**config.mk**
```make
export PLATFORM = sky130hd
export DESIGN_NAME = serial_bit_feeder
export DESIGN_NICKNAME = d
export VERILOG_FILES = /design/src/rtl/serial_bit_feeder.sv
export SDC_FILE = /design/constraint.sdc
export NUM_CORES = 1
export LEC_CHECK = 0
export ABC_AREA = 1
export ABC_CLOCK_PERIOD_IN_PS = 2200
export BUFFER_PORTS_ARGS = -buffer_cell sky130_fd_sc_hd__buf_4
export CORE_ASPECT_RATIO = 1.25
export CORE_MARGIN = 4
export CORE_UTILIZATION = 35
export CTS_CLUSTER_SIZE = 12
export DETAILED_ROUTE_END_ITERATION = 8
export GPL_TIMING_DRIVEN = 1
export PLACE_DENSITY_LB_ADDON = 0.2
export RECOVER_POWER = 25
export SLEW_MARGIN = 20
export SYNTH_ARGS = -nofsm -noshare
export SYNTH_HDL_FRONTEND = slang
export SYNTH_SLANG_ARGS = --single-unit
```
**constraint.sdc**
```tcl
create_clock -name clk -period 2.2 [get_ports clk]
set_input_delay 0.44 -clock clk [delete_from_list [all_inputs] [get_ports clk]]
set_output_delay 0.44 -clock clk [all_outputs]
set_load 0.03 [all_outputs]
```
**src/rtl/serial_bit_feeder.sv**
```systemverilog
// Parallel-to-serial feeder: accepts WIDTH-bit words on a valid/ready handshake and emits one bit per clk.
// Optional even-parity bit after each word when SERIAL_FEEDER_PARITY_EN is defined.
module serial_bit_feeder #(
  parameter int WIDTH      = 8,
  parameter int MSB_FIRST  = 1,
  parameter int GAP_CYCLES = 0
) (
  input  logic             clk,
  input  logic             rst_n,
  input  logic [WIDTH-1:0] in_data,
  input  logic             in_valid,
  output logic             in_ready,
  output logic             bit_out,
  output logic             bit_valid,
  output logic             busy,
  output logic             word_done
);

  localparam int CNT_W = $clog2(WIDTH);
  localparam logic [CNT_W-1:0] LAST_BIT = CNT_W'(WIDTH - 1);
  localparam logic [CNT_W-1:0] PENULT_BIT = CNT_W'(WIDTH - 2);
  localparam logic [7:0] GAP_LAST = 8'((GAP_CYCLES > 0) ? GAP_CYCLES - 1 : 0);
  localparam bit NO_GAP = (GAP_CYCLES == 0);
  localparam bit MSB_SEL = (MSB_FIRST != 0);

  localparam logic [1:0] S_IDLE   = 2'd0;
  localparam logic [1:0] S_SHIFT  = 2'd1;
  localparam logic [1:0] S_PARITY = 2'd2;
  localparam logic [1:0] S_GAP    = 2'd3;

  logic [1:0]       state_q, state_d;
  logic [WIDTH-1:0] shift_q, shift_d;
  logic [CNT_W-1:0] bit_cnt_q, bit_cnt_d;
  logic [7:0]       gap_cnt_q, gap_cnt_d;
  logic             bit_out_q, bit_out_d;
  logic             bit_valid_q, bit_valid_d;
  logic             word_done_q, word_done_d;
  logic             final_cycle;
  logic             accept;
`ifdef SERIAL_FEEDER_PARITY_EN
  logic             parity_q, parity_d;
`endif

  // The last valid-bit cycle of a word is the only place a back-to-back accept can land.
`ifdef SERIAL_FEEDER_PARITY_EN
  assign final_cycle = (state_q == S_PARITY);
`else
  assign final_cycle = (state_q == S_SHIFT) && (bit_cnt_q == LAST_BIT);
`endif

  assign in_ready  = (state_q == S_IDLE) || (final_cycle && NO_GAP);
  assign busy      = (state_q != S_IDLE);
  assign accept    = in_valid && in_ready;
  assign bit_out   = bit_out_q;
  assign bit_valid = bit_valid_q;
  assign word_done = word_done_q;

  always_comb begin
    state_d     = state_q;
    shift_d     = shift_q;
    bit_cnt_d   = bit_cnt_q;
    gap_cnt_d   = gap_cnt_q;
    bit_out_d   = 1'b0;
    bit_valid_d = 1'b0;
    word_done_d = 1'b0;
`ifdef SERIAL_FEEDER_PARITY_EN
    parity_d    = parity_q;
`endif
    case (state_q)
      S_SHIFT: begin
        if (bit_cnt_q != LAST_BIT) begin
          bit_cnt_d   = bit_cnt_q + CNT_W'(1);
          bit_out_d   = MSB_SEL ? shift_q[WIDTH-1] : shift_q[0];
          shift_d     = MSB_SEL ? (shift_q << 1) : (shift_q >> 1);
          bit_valid_d = 1'b1;
`ifndef SERIAL_FEEDER_PARITY_EN
          word_done_d = (bit_cnt_q == PENULT_BIT);
`endif
        end else begin
`ifdef SERIAL_FEEDER_PARITY_EN
          state_d     = S_PARITY;
          bit_out_d   = parity_q;
          bit_valid_d = 1'b1;
          word_done_d = 1'b1;
`else
          state_d     = NO_GAP ? S_IDLE : S_GAP;
          gap_cnt_d   = 8'd0;
`endif
        end
      end
      S_PARITY: begin
        state_d   = NO_GAP ? S_IDLE : S_GAP;
        gap_cnt_d = 8'd0;
      end
      S_GAP: begin
        if (gap_cnt_q == GAP_LAST) state_d = S_IDLE;
        else gap_cnt_d = gap_cnt_q + 8'd1;
      end
      default: ;
    endcase
    // A new word overrides whatever the word-end path chose; the first bit is presented immediately.
    if (accept) begin
      state_d     = S_SHIFT;
      bit_cnt_d   = '0;
      bit_out_d   = MSB_SEL ? in_data[WIDTH-1] : in_data[0];
      shift_d     = MSB_SEL ? (in_data << 1) : (in_data >> 1);
      bit_valid_d = 1'b1;
      word_done_d = 1'b0;
`ifdef SERIAL_FEEDER_PARITY_EN
      parity_d    = ^in_data;
`endif
    end
  end

  always_ff @(posedge clk or negedge rst_n) begin
    if (!rst_n) begin
      state_q     <= S_IDLE;
      shift_q     <= '0;
      bit_cnt_q   <= '0;
      gap_cnt_q   <= 8'd0;
      bit_out_q   <= 1'b0;
      bit_valid_q <= 1'b0;
      word_done_q <= 1'b0;
`ifdef SERIAL_FEEDER_PARITY_EN
      parity_q    <= 1'b0;
`endif
    end else begin
      state_q     <= state_d;
      shift_q     <= shift_d;
      bit_cnt_q   <= bit_cnt_d;
      gap_cnt_q   <= gap_cnt_d;
      bit_out_q   <= bit_out_d;
      bit_valid_q <= bit_valid_d;
      word_done_q <= word_done_d;
`ifdef SERIAL_FEEDER_PARITY_EN
      parity_q    <= parity_d;
`endif
    end
  end

endmodule

```
== Word-level counts from Yosys, hierarchy flattened ==
Index checks and enable logic that the tools add are counted.
Storage, ports and cells
  flip-flop bits (word level): 24
  input bits: 11
  output and inout bits: 5
  logic and storage cells: 54
Operators by class
  $add $sub $neg: 2
  equality and inequality tests: 10
  muxes and demuxes: 22
  reductions and logical operators: 13
Operators with widths (count)
  two-way mux 8 bit: 5
  one-hot mux 8 bit (3 select lines): 1
  two-way mux 1 bit: 9
  two-way mux 3 bit: 3
  != test 3 bit, second input constant: 3
  adder 8 x 1 -> 8 bit, second input constant: 1
  logical NOT 8 bit: 1
  == test 3 bit, second input constant: 2
  two-way mux 2 bit: 3
  one-hot mux 2 bit (3 select lines): 1
  AND reduction 3 bit: 2
  nonzero test 2 bit: 3
  == test 2 bit, second input constant: 2
  != test 2 bit, second input constant: 2
  nonzero test 4 bit: 1
  adder 3 x 1 -> 3 bit, second input constant: 1
  nonzero test 3 bit: 1
  == test 2 x 1 -> 1 bit, second input constant: 1
  logical AND 1 bit: 2
  logical NOT 2 bit: 1
  AND reduction 2 bit: 1
  logical OR 1 bit: 1

== Logic depth before layout (Yosys ltp) ==
Gate-level depths: netlist (run 1).
  depth in word-level cells: 6
  mapped depth: 7
  mapped depth without buffers: 6

== Worst setup path before layout (run 1) ==
No wires, ideal clock.
  path type: reg2out
  start: register bit_cnt_q[1]
  end: output in_ready
  data arrival time: 1061 ps
  required time: 1760 ps
  setup slack: 699 ps
  cell stages (with the launch flop): 6
  path buffers: 1
  cells stage by stage: dfrtp_1 -> ha_1 -> ha_1 -> inv_1 -> nand2_2 -> buf_4
Between the ends
  word-level cells in the longest chain between the ends: 3
Ends and longest elaborated chain
  from (decl): line 33  | logic [CNT_W-1:0] bit_cnt_q, bit_cnt_d;
  from (signal assigned): line 130  | bit_cnt_q <= bit_cnt_d;
  == test 3 bit: line 48  | assign final_cycle = (state_q == S_SHIFT) && (bit_cnt_q == LAST_BIT);
  logical AND 1 bit: line 48
  logical OR 1 bit: line 51  | assign in_ready = (state_q == S_IDLE) || (final_cycle && NO_GAP);
  to (decl): line 12  | output logic in_ready,
Every way passes these cells.

== Worst setup path in the final report (run 1) ==
Same ends and word-level chain as after synthesis.

==> results of run 1 <==
==> Yosys cell counts (all sizes together) <==
cell type / count
inv: 4
nand2: 16
nor2: 2
nand3: 23
o21ai: 2
ha: 3
dfrtp: 14
buf: 4
==> registers in the layout, summed over array words and instances, names as in the netlist <==
| name | count |
|---|---|
| bit_valid | 1 |
| state_q | 1 |
| bit_out | 1 |
| word_done | 1 |
| bit_cnt_q | 3 |
| shift_q | 7 |
==> through the flow <==
| stage | utilization | hold slack, ns | power, mW | cells |
|---|---|---|---|---|
| finish | 0.4787 | 0.3806 | 0.9793 | 103 |
| detailed placement | 0.4527 | 0.3028 | 0.8082 | 98 |
| global route | 0.4787 | 0.3988 | 1.061 | 103 |
| CTS | 0.4809 | 0.3757 | 0.9944 | 103 |
| global placement | 0.4527 | 0.3019 | 0.8026 | 98 |
| floorplan | - | 0.1444 | 0.6981 | 68 |
==> logic make-up after synthesis <==
logic type,after synthesis,synth area share
AND/OR/NAND/NOR,41,0.2959
buffers and inverters,8,0.07691
flip-flops,14,0.5523
adder cells (fa/ha/maj),3,0.05918
AO/OA/AOI/OAI,2,0.01578
==> cells in the final DEF (no fill, tap or decap), types with 2 or more instances in the layout <==
cell | netlist | layout
buf_4 | 3 | 15
clkbuf_4 | 0 | 3
dfrtp_1 | 14 | 14
ha_1 | 3 | 3
inv_1 | 3 | 3
nand2_1 | 15 | 15
nand3_1 | 23 | 23
o21ai_0 | 2 | 2
==> routing by layer <==
metal / track usage / vias up / wire length (µm)
li1: - / 259 / -
met1: 0.1336 / 217 / 573
met2: 0.1378 / 11 / 486
met3: 0.02913 / 2 / 77
met4: 0.07317 / 0 / 14
met5: 0 / - / 0
==> power groups by stage <==
stage	Sequential [mW]	Clock, mW	Combinational [mW]
detailed placement	0.408	0	0.400
floorplan	0.443	0	0.255
finish	0.405	0.183	0.392
CTS	0.405	0.188	0.401
global route	0.416	0.201	0.445
global placement	0.407	0	0.395
==> path summary, 6_finish.rpt <==
kind,end,slack (ns)
min reg2reg,bit_out,0.49
min in group asynchronous,shift_q[4],0.74
max in group asynchronous,shift_q[3],0.99
max,in_ready,0.41
min,bit_out,0.38
max reg2reg,bit_cnt_q[0],0.82
==> final cells by class <==
class	instances	area, µm²	share of cell area
flip-flops and latches	14	350.3	0.4459
multi-input cells	46	235.2	0.2994
repair buffers	17	126.4	0.1608
clock buffers	4	36.28	0.04618
well taps	18	22.52	0.02866
inverters	4	15.01	0.01911
==> critical path, stage by stage, from the launching register on <==
cell and delay, ns:
dfrtp_1 0.41, ha_1 0.19, ha_1 0.20, inv_1 0.07, nand2_2 0.05, buf_4 0.16
==> what timing repair did <==
| item | in CTS | in global routing |
|---|---|---|
| hold buffers | 1 | 0 |
| endpoints found under the hold margin | 8 | 0 |
| setup endpoints to repair | 0 | 0 |
==> results_dict.tcl, run 1 <==
set metrics [dict create \
    postLayoutCellArea_um2 785.8 \
    syn_area_um2 634.4 \
    wire_per_inst_um 11.18 \
    place_congestion 0.6997 \
    tns_ns 0 \
    cts_buffers 3 \
    synth_nets 82 \
    slew_viol_final 0 \
    endpoint_kind "primary output" \
    grtUsageTotal 0.1021 \
    rsz0062_at_grt "no" \
    fin_ws_ns 0.4134 \
    startpoint "bit_cnt_q[1]" \
    ant_nets 0 \
    rows 16 \
    setup_violations 0 \
    fillers 184 \
    cts_tree "done" \
    hp-start "in_data[7]" \
    timing.fmax_ghz 0.5597 \
    clkLatencyLatePin_ns 0.28 \
    vias 489 \
    grt_max_degree 22 \
    critPathKind "register to primary output" \
    syn_avg_cell_area_um2 9.329 \
    drc 0 \
    p_leak_nw 0.4099 \
    hpwl_um 796.6 \
    cts_resized 0 \
    skew_ns 0.006654 \
    dr.pass1.iters 4 \
    h-tree-depth 1 \
    netlist.area_leader.share 0.5523 \
    die_x_um 46.08 \
    dieHeight_um 55.60 \
    vias_per_cell 4.748 \
    drive_above_1_share 0.2588 \
    r2r_cells 7 \
    power_frac_clock 0.186 \
    p_sw_mw 0.3763 \
    p_seq_frac 0.413 \
    required_ns 1.76 \
    grt_pass1_vias 446 \
    min_path_type "input port to register" \
    switching_share 0.3842 \
    ios 16 \
    synth.distinct_cells 12 \
    hold_path_depth 3 \
    combPwrFrac 0.400 \
    outcome "complete, no violations" \
    grt_first_pass_wirelength_um 1897 \
    cts-root-buf "clkbuf_4" \
    io_buffers 15 \
    area_growth_pct 23.87 \
    cp-start-kind "register" \
    dieArea_mm2 0.002562 \
    finalHoldViolCount 0 \
    start_util 0.3864 \
    fin_nets 100 \
    ys_seq_area_frac 0.5523 \
    cts_setup_buffers 0 \
    maxCapViolations 0 \
    placeableCoreArea_mm2 0.001642 \
    synth.area.top_cells "dfrtp_1 55%, nand3_1 18%, nand2_1 8.9%, ha_1 5.9%, buf_4 3.6%" \
    relSlewSlack 0.5025 \
    critPathArrivalTime_ns 1.35 \
    worst_slew_pin_slew_ns 0.7463 \
    globalRouteOverflowTotal 0 \
    synth_cells 68 \
    path_clk_slew_ns 0.09 \
    reg2reg_from "bit_cnt_q[1]" \
    crit_fanout 3 \
    yosysWarnings 0 \
    antenna_found_initial 0 \
    internal-power_mw 0.6031 \
    ys_ff_latch 14 \
    place_area_um2 743.2 \
    fin_crit_sh 0.8121 \
    post-place-ws_ns 0.7193 \
    drtIter0Drc 2 \
    yosysTopAreaCell "dfrtp_1" \
    wl_um 1152 \
    power.density_mw_per_mm2 1246 \
    cts.sinks 14 \
    n_antenna_cell 0 \
    cts_buffer_depth 2 \
    ir_drop_mv 0.5881 \
    fin_crit_ns 1.787 \
]
Note: power is estimated with default switching activity, not from simulation.
==> inputs of run 2 (changes only) <==
ABC_CLOCK_PERIOD_IN_PS = 1800   (was 2200)
clock period = 1.8 ns   (was 2.2 ns; I/O delays follow)
==> results_dict.tcl, run 2 (synthesized netlist as in run 1, its figures left out) <==
set metrics [dict create \
    outcome "complete, no violations" \
    critPathArrivalTime_ns 1.33 \
    path_clk_slew_ns 0.08 \
    cts_buffer_depth 2 \
    drc 0 \
    clkLatencyLatePin_ns 0.28 \
    grt_pass1_vias 460 \
    n_antenna_cell 0 \
    cts-root-buf "clkbuf_4" \
    cts_buffers 3 \
    finalHoldViolCount 0 \
    crit_slowest_cell "dfrtp_1" \
    rsz0062_at_grt "no" \
    ir_drop_mv 0.6582 \
    drtIter0Drc 6 \
    vias_per_cell 4.718 \
    grt_first_pass_wirelength_um 2063 \
    fillers 160 \
    wl_um 1140 \
    grtUsageTotal 0.1094 \
    critical-path-max-stage-delay_ns 0.41 \
    maxCapViolations 0 \
    die_x_um 46.08 \
    io_buffers 15 \
    skew_ns 0.001565 \
    crit_family "flip-flops" \
    cts_tree "done" \
    fin_crit_sh 0.9399 \
    timing.fmax_ghz 0.5911 \
    power.density_mw_per_mm2 1532 \
    largest_reg_flops 7 \
    dieArea_mm2 0.002562 \
    antenna_found_initial 0 \
    hpwl_um 803.8 \
    cts_setup_buffers 0 \
    p_leak_nw 0.4078 \
    vias 486 \
    final_cell_mix "23 x nand3_1, 15 x nand2_1, 15 x buf_4" \
    h-tree-depth 1 \
    fin_util 0.4802 \
    crit_fanout 3 \
    required_ns 1.44 \
    wire_per_inst_um 11.07 \
    relSlewSlack 0.4909 \
    cts.sinks 14 \
    fin_nets 100 \
    setup_violations 0 \
    critPathKind "register to primary output" \
    start_util 0.3864 \
    worst_slew_pin_slew_ns 0.7636 \
    area_growth_pct 24.26 \
    drive_above_1_share 0.2706 \
    rows 16 \
    globalRouteOverflowTotal 0 \
    grt_max_degree 22 \
    tns_ns 0 \
    fin_crit_ns 1.692 \
    top_register "shift_q" \
    min_path_type "input port to register" \
    ios 16 \
    endpoint_kind "primary output" \
    dr.pass1.iters 3 \
    cp_cell_sequence "ha_1 > ha_2 > inv_1 > nand2_2 > buf_4" \
    dieHeight_um 55.60 \
    ant_nets 0 \
    final_common_cell "nand3_1" \
    timing.critical_path.buf_inv 2 \
    reg_top3 "shift_q (7), bit_cnt_q (3)" \
    placeableCoreArea_mm2 0.001642 \
    cp-start-kind "register" \
    place_congestion 0.6951 \
    slew_viol_final 0 \
    r2r_slack_ns 0.44 \
]
## run 2: area by class of cell
class	instances	area, µm²	area share
repair buffers	17	126.4	0.1603
clock buffers	4	36.28	0.04603
flip-flops and latches	14	350.3	0.4444
multi-input cells	46	237.7	0.3016
inverters	4	15.01	0.01905
well taps	18	22.52	0.02857
## run 2: timing repair
action | 4_1_cts | 5_1_grt
setup endpoints to repair | 0 | 1
hold buffers | 1 | 0
resized for setup | 0 | 1
hold endpoints to repair | 14 | 0
## run 2: through the flow
step	cells	setup WS (ns)	total power, mW	hold slack (ns)	area [µm²]
2_1_floorplan	68	0.3790	0.8533	0.06441	634.4
3_3_place_gp	98	0.4150	0.9814	0.2216	743.2
3_5_place_dp	98	0.3862	0.9884	0.2218	743.2
4_1_cts	103	0.06220	1.222	0.2934	789.5
5_1_grt	103	0.02081	1.314	0.3072	788.3
6_report	103	0.1081	1.208	0.3018	788.3
## run 2: path summary, 6_finish.rpt
kind,end,cells past startpoint,start
setup reg to reg,bit_cnt_q[0],7,bit_cnt_q[1]
setup / recovery,in_ready,5,bit_cnt_q[1]
min in group asynchronous,bit_valid,2,rst_n
hold reg to reg,bit_out,2,shift_q[7]
hold / removal,bit_out,3,in_data[7]
max in group asynchronous,shift_q[7],2,rst_n
## run 2: report_power, final
part | internal [mW] | switching, mW | leakage, nW
combinational | 0.187 | 0.298 | 0.211
clock | 0.123 | 0.106 | 0.0210
sequential | 0.432 | 0.0618 | 0.175
## run 2: tightest hold or removal path, delay by kind of cell
kind,cells,cell delay [ns]
simple gates,2,0.11
buf+inv,1,0.08
## run 2: per-layer routing
layer	global-route usage	vias to the layer above	routed length, µm	part of all wire
li1	-	258	-	-
met1	0.1529	209	522	0.46
met2	0.1417	14	500	0.44
met3	0.02913	5	83	0.073
met4	0.07317	0	32	0.028
met5	0	-	0	0
==> inputs of run 3 (changes only) <==
CORE_MARGIN = 3   (was 4)
==> results_dict.tcl, run 3 (synthesized netlist as in run 1, its figures left out) <==
set metrics [dict create \
    ant_nets 0 \
    cp-start-kind "register" \
    vias_per_cell 5.039 \
    outcome "complete, no violations" \
    fin_nets 100 \
    fin_crit_sh 0.9400 \
    largest_reg_flops 7 \
    clkLatencyLatePin_ns 0.27 \
    area_growth_pct 23.87 \
    vias 519 \
    required_ns 1.44 \
    top_register "shift_q" \
    place_congestion 0.6783 \
    p_leak_nw 0.4099 \
    endpoint_kind "primary output" \
    p_sw_mw 0.4561 \
    dieHeight_um 53.60 \
    grt_max_degree 22 \
    ir_drop_mv 0.7229 \
    n_antenna_cell 0 \
    fin_cells 103 \
    dp.cells 98 \
    hpwl_um 781.6 \
    rsz0062_at_grt "no" \
    r2r-end "bit_cnt_q[1]" \
    globalRouteOverflowTotal 0 \
    path_clk_slew_ns 0.09 \
    start_util 0.3864 \
    startpoint "bit_cnt_q[1]" \
    busiest_layer "met2" \
    wire_per_inst_um 10.91 \
    placeableCoreArea_mm2 0.001642 \
    rows 16 \
    io_buffers 15 \
    critical-path-max-stage-delay_ns 0.40 \
    drc 0 \
    drtIter0Drc 15 \
    crit_family "flip-flops" \
    cts-root-buf "clkbuf_4" \
    cp.depth 5 \
    reg_top3 "shift_q (7), bit_cnt_q (3)" \
    worst_slew_pin_slew_ns 0.7686 \
    drive_above_1_share 0.2588 \
    internal-power_mw 0.7361 \
    reg2reg_from "bit_cnt_q[1]" \
    die_x_um 44.08 \
    crit_fanout 3 \
    final_common_cell "nand3_1" \
    skew_ns 0.002775 \
    relSlewSlack 0.4876 \
    cpMostUsedCell "ha_1" \
    h-tree-depth 1 \
    maxCapViolations 0 \
    grt_pass1_vias 448 \
    dieArea_mm2 0.002363 \
    grtUsageTotal 0.1140 \
    power_frac_clock 0.187 \
    timing.fmax_ghz 0.5910 \
    crit_path_end "in_ready" \
    critPathArrivalTime_ns 1.33 \
    p_seq_frac 0.412 \
    cts_buffer_depth 2 \
    fin_crit_ns 1.692 \
    timing.critical_path.buf_inv 2 \
    combPwrFrac 0.401 \
    switching_share 0.3826 \
    power.density_mw_per_mm2 1517 \
    r2r_slack_ns 0.43 \
    grt_first_pass_wirelength_um 1911 \
    grt.met1_usage 0.1438 \
    crit_slowest_cell "dfrtp_1" \
    met2_usage 0.1626 \
    cp_cell_sequence "ha_1 > ha_1 > inv_1 > nand2_2 > buf_4" \
    min_path_type "input port to register" \
    critPathKind "register to primary output" \
    grt_util_met3 0.03010 \
    cts_buffers 3 \
    antenna_found_initial 0 \
    wl_um 1124 \
    r2r_cells 7 \
    finalHoldViolCount 0 \
    setup_violations 0 \
    cts_tree "done" \
    ios 16 \
    dr.pass1.iters 4 \
    cts.sinks 14 \
    tns_ns 0 \
    slew_viol_final 0 \
    final_cell_mix "23 x nand3_1, 15 x nand2_1, 15 x buf_4" \
]
-- run 3: final cells by class --
cell class | count | area (µm²)
Clock buffer | 4 | 36.28
Fill cell | 171 | 855.8
Inverter | 4 | 15.01
Multi-Input combinational cell | 46 | 235.2
Sequential cell | 14 | 350.3
Tap cell | 18 | 22.52
Timing Repair Buffer | 17 | 126.4
-- run 3: power groups by stage --
stage / registers (mW) / logic [mW] / clock network [mW]
5_1_grt: 0.506 / 0.547 / 0.253
6_report: 0.491 / 0.478 / 0.223
3_5_place_dp: 0.499 / 0.483 / 0
3_3_place_gp: 0.497 / 0.483 / 0
2_1_floorplan: 0.541 / 0.312 / 0
4_1_cts: 0.493 / 0.488 / 0.234
-- run 3: layer usage --
| metal | up-vias | part of all wire |
|---|---|---|
| li1 | 258 | - |
| met1 | 236 | 0.41 |
| met2 | 23 | 0.50 |
| met3 | 2 | 0.080 |
| met4 | 0 | 0.0089 |
| met5 | - | 0 |
-- run 3: how the worst min path moves through the flow --
stage	startpoint	end	slack, ns	depth (start not counted)
after floorplan	rst_n	bit_cnt_q[0]	0.06	0
after global placement	rst_n	bit_cnt_q[2]	0.22	1
after detailed placement	rst_n	state_q[0]	0.23	1
after CTS	in_data[7]	bit_out	0.29	3
after global routing	in_data[2]	shift_q[3]	0.31	3
final	in_data[7]	bit_out	0.30	3
-- run 3: what timing repair did --
action	4_1_cts	5_1_grt
endpoints found under the hold margin	14	0
buffers inserted	0	0
hold buffers	1	0
gates resized for setup	0	0
-- run 3: through the flow --
stage               worst slack [ns]    util  area [µm²]  total power, mW  hold slack, ns
global route                 0.01897  0.4787       785.8            1.306          0.3145
floorplan                     0.3790       -       634.4           0.8533         0.06441
finish                        0.1080  0.4787       785.8            1.192          0.3049
CTS                          0.08358  0.4809       789.5            1.215          0.2928
global placement              0.4176  0.4527       743.2           0.9800          0.2210
detailed placement            0.4077  0.4527       743.2           0.9820          0.2252
-- run 3: tightest hold or removal path: stages --
cell and delay, ns:
buf_4 0.07, nand3_1 0.06, nand2_1 0.05
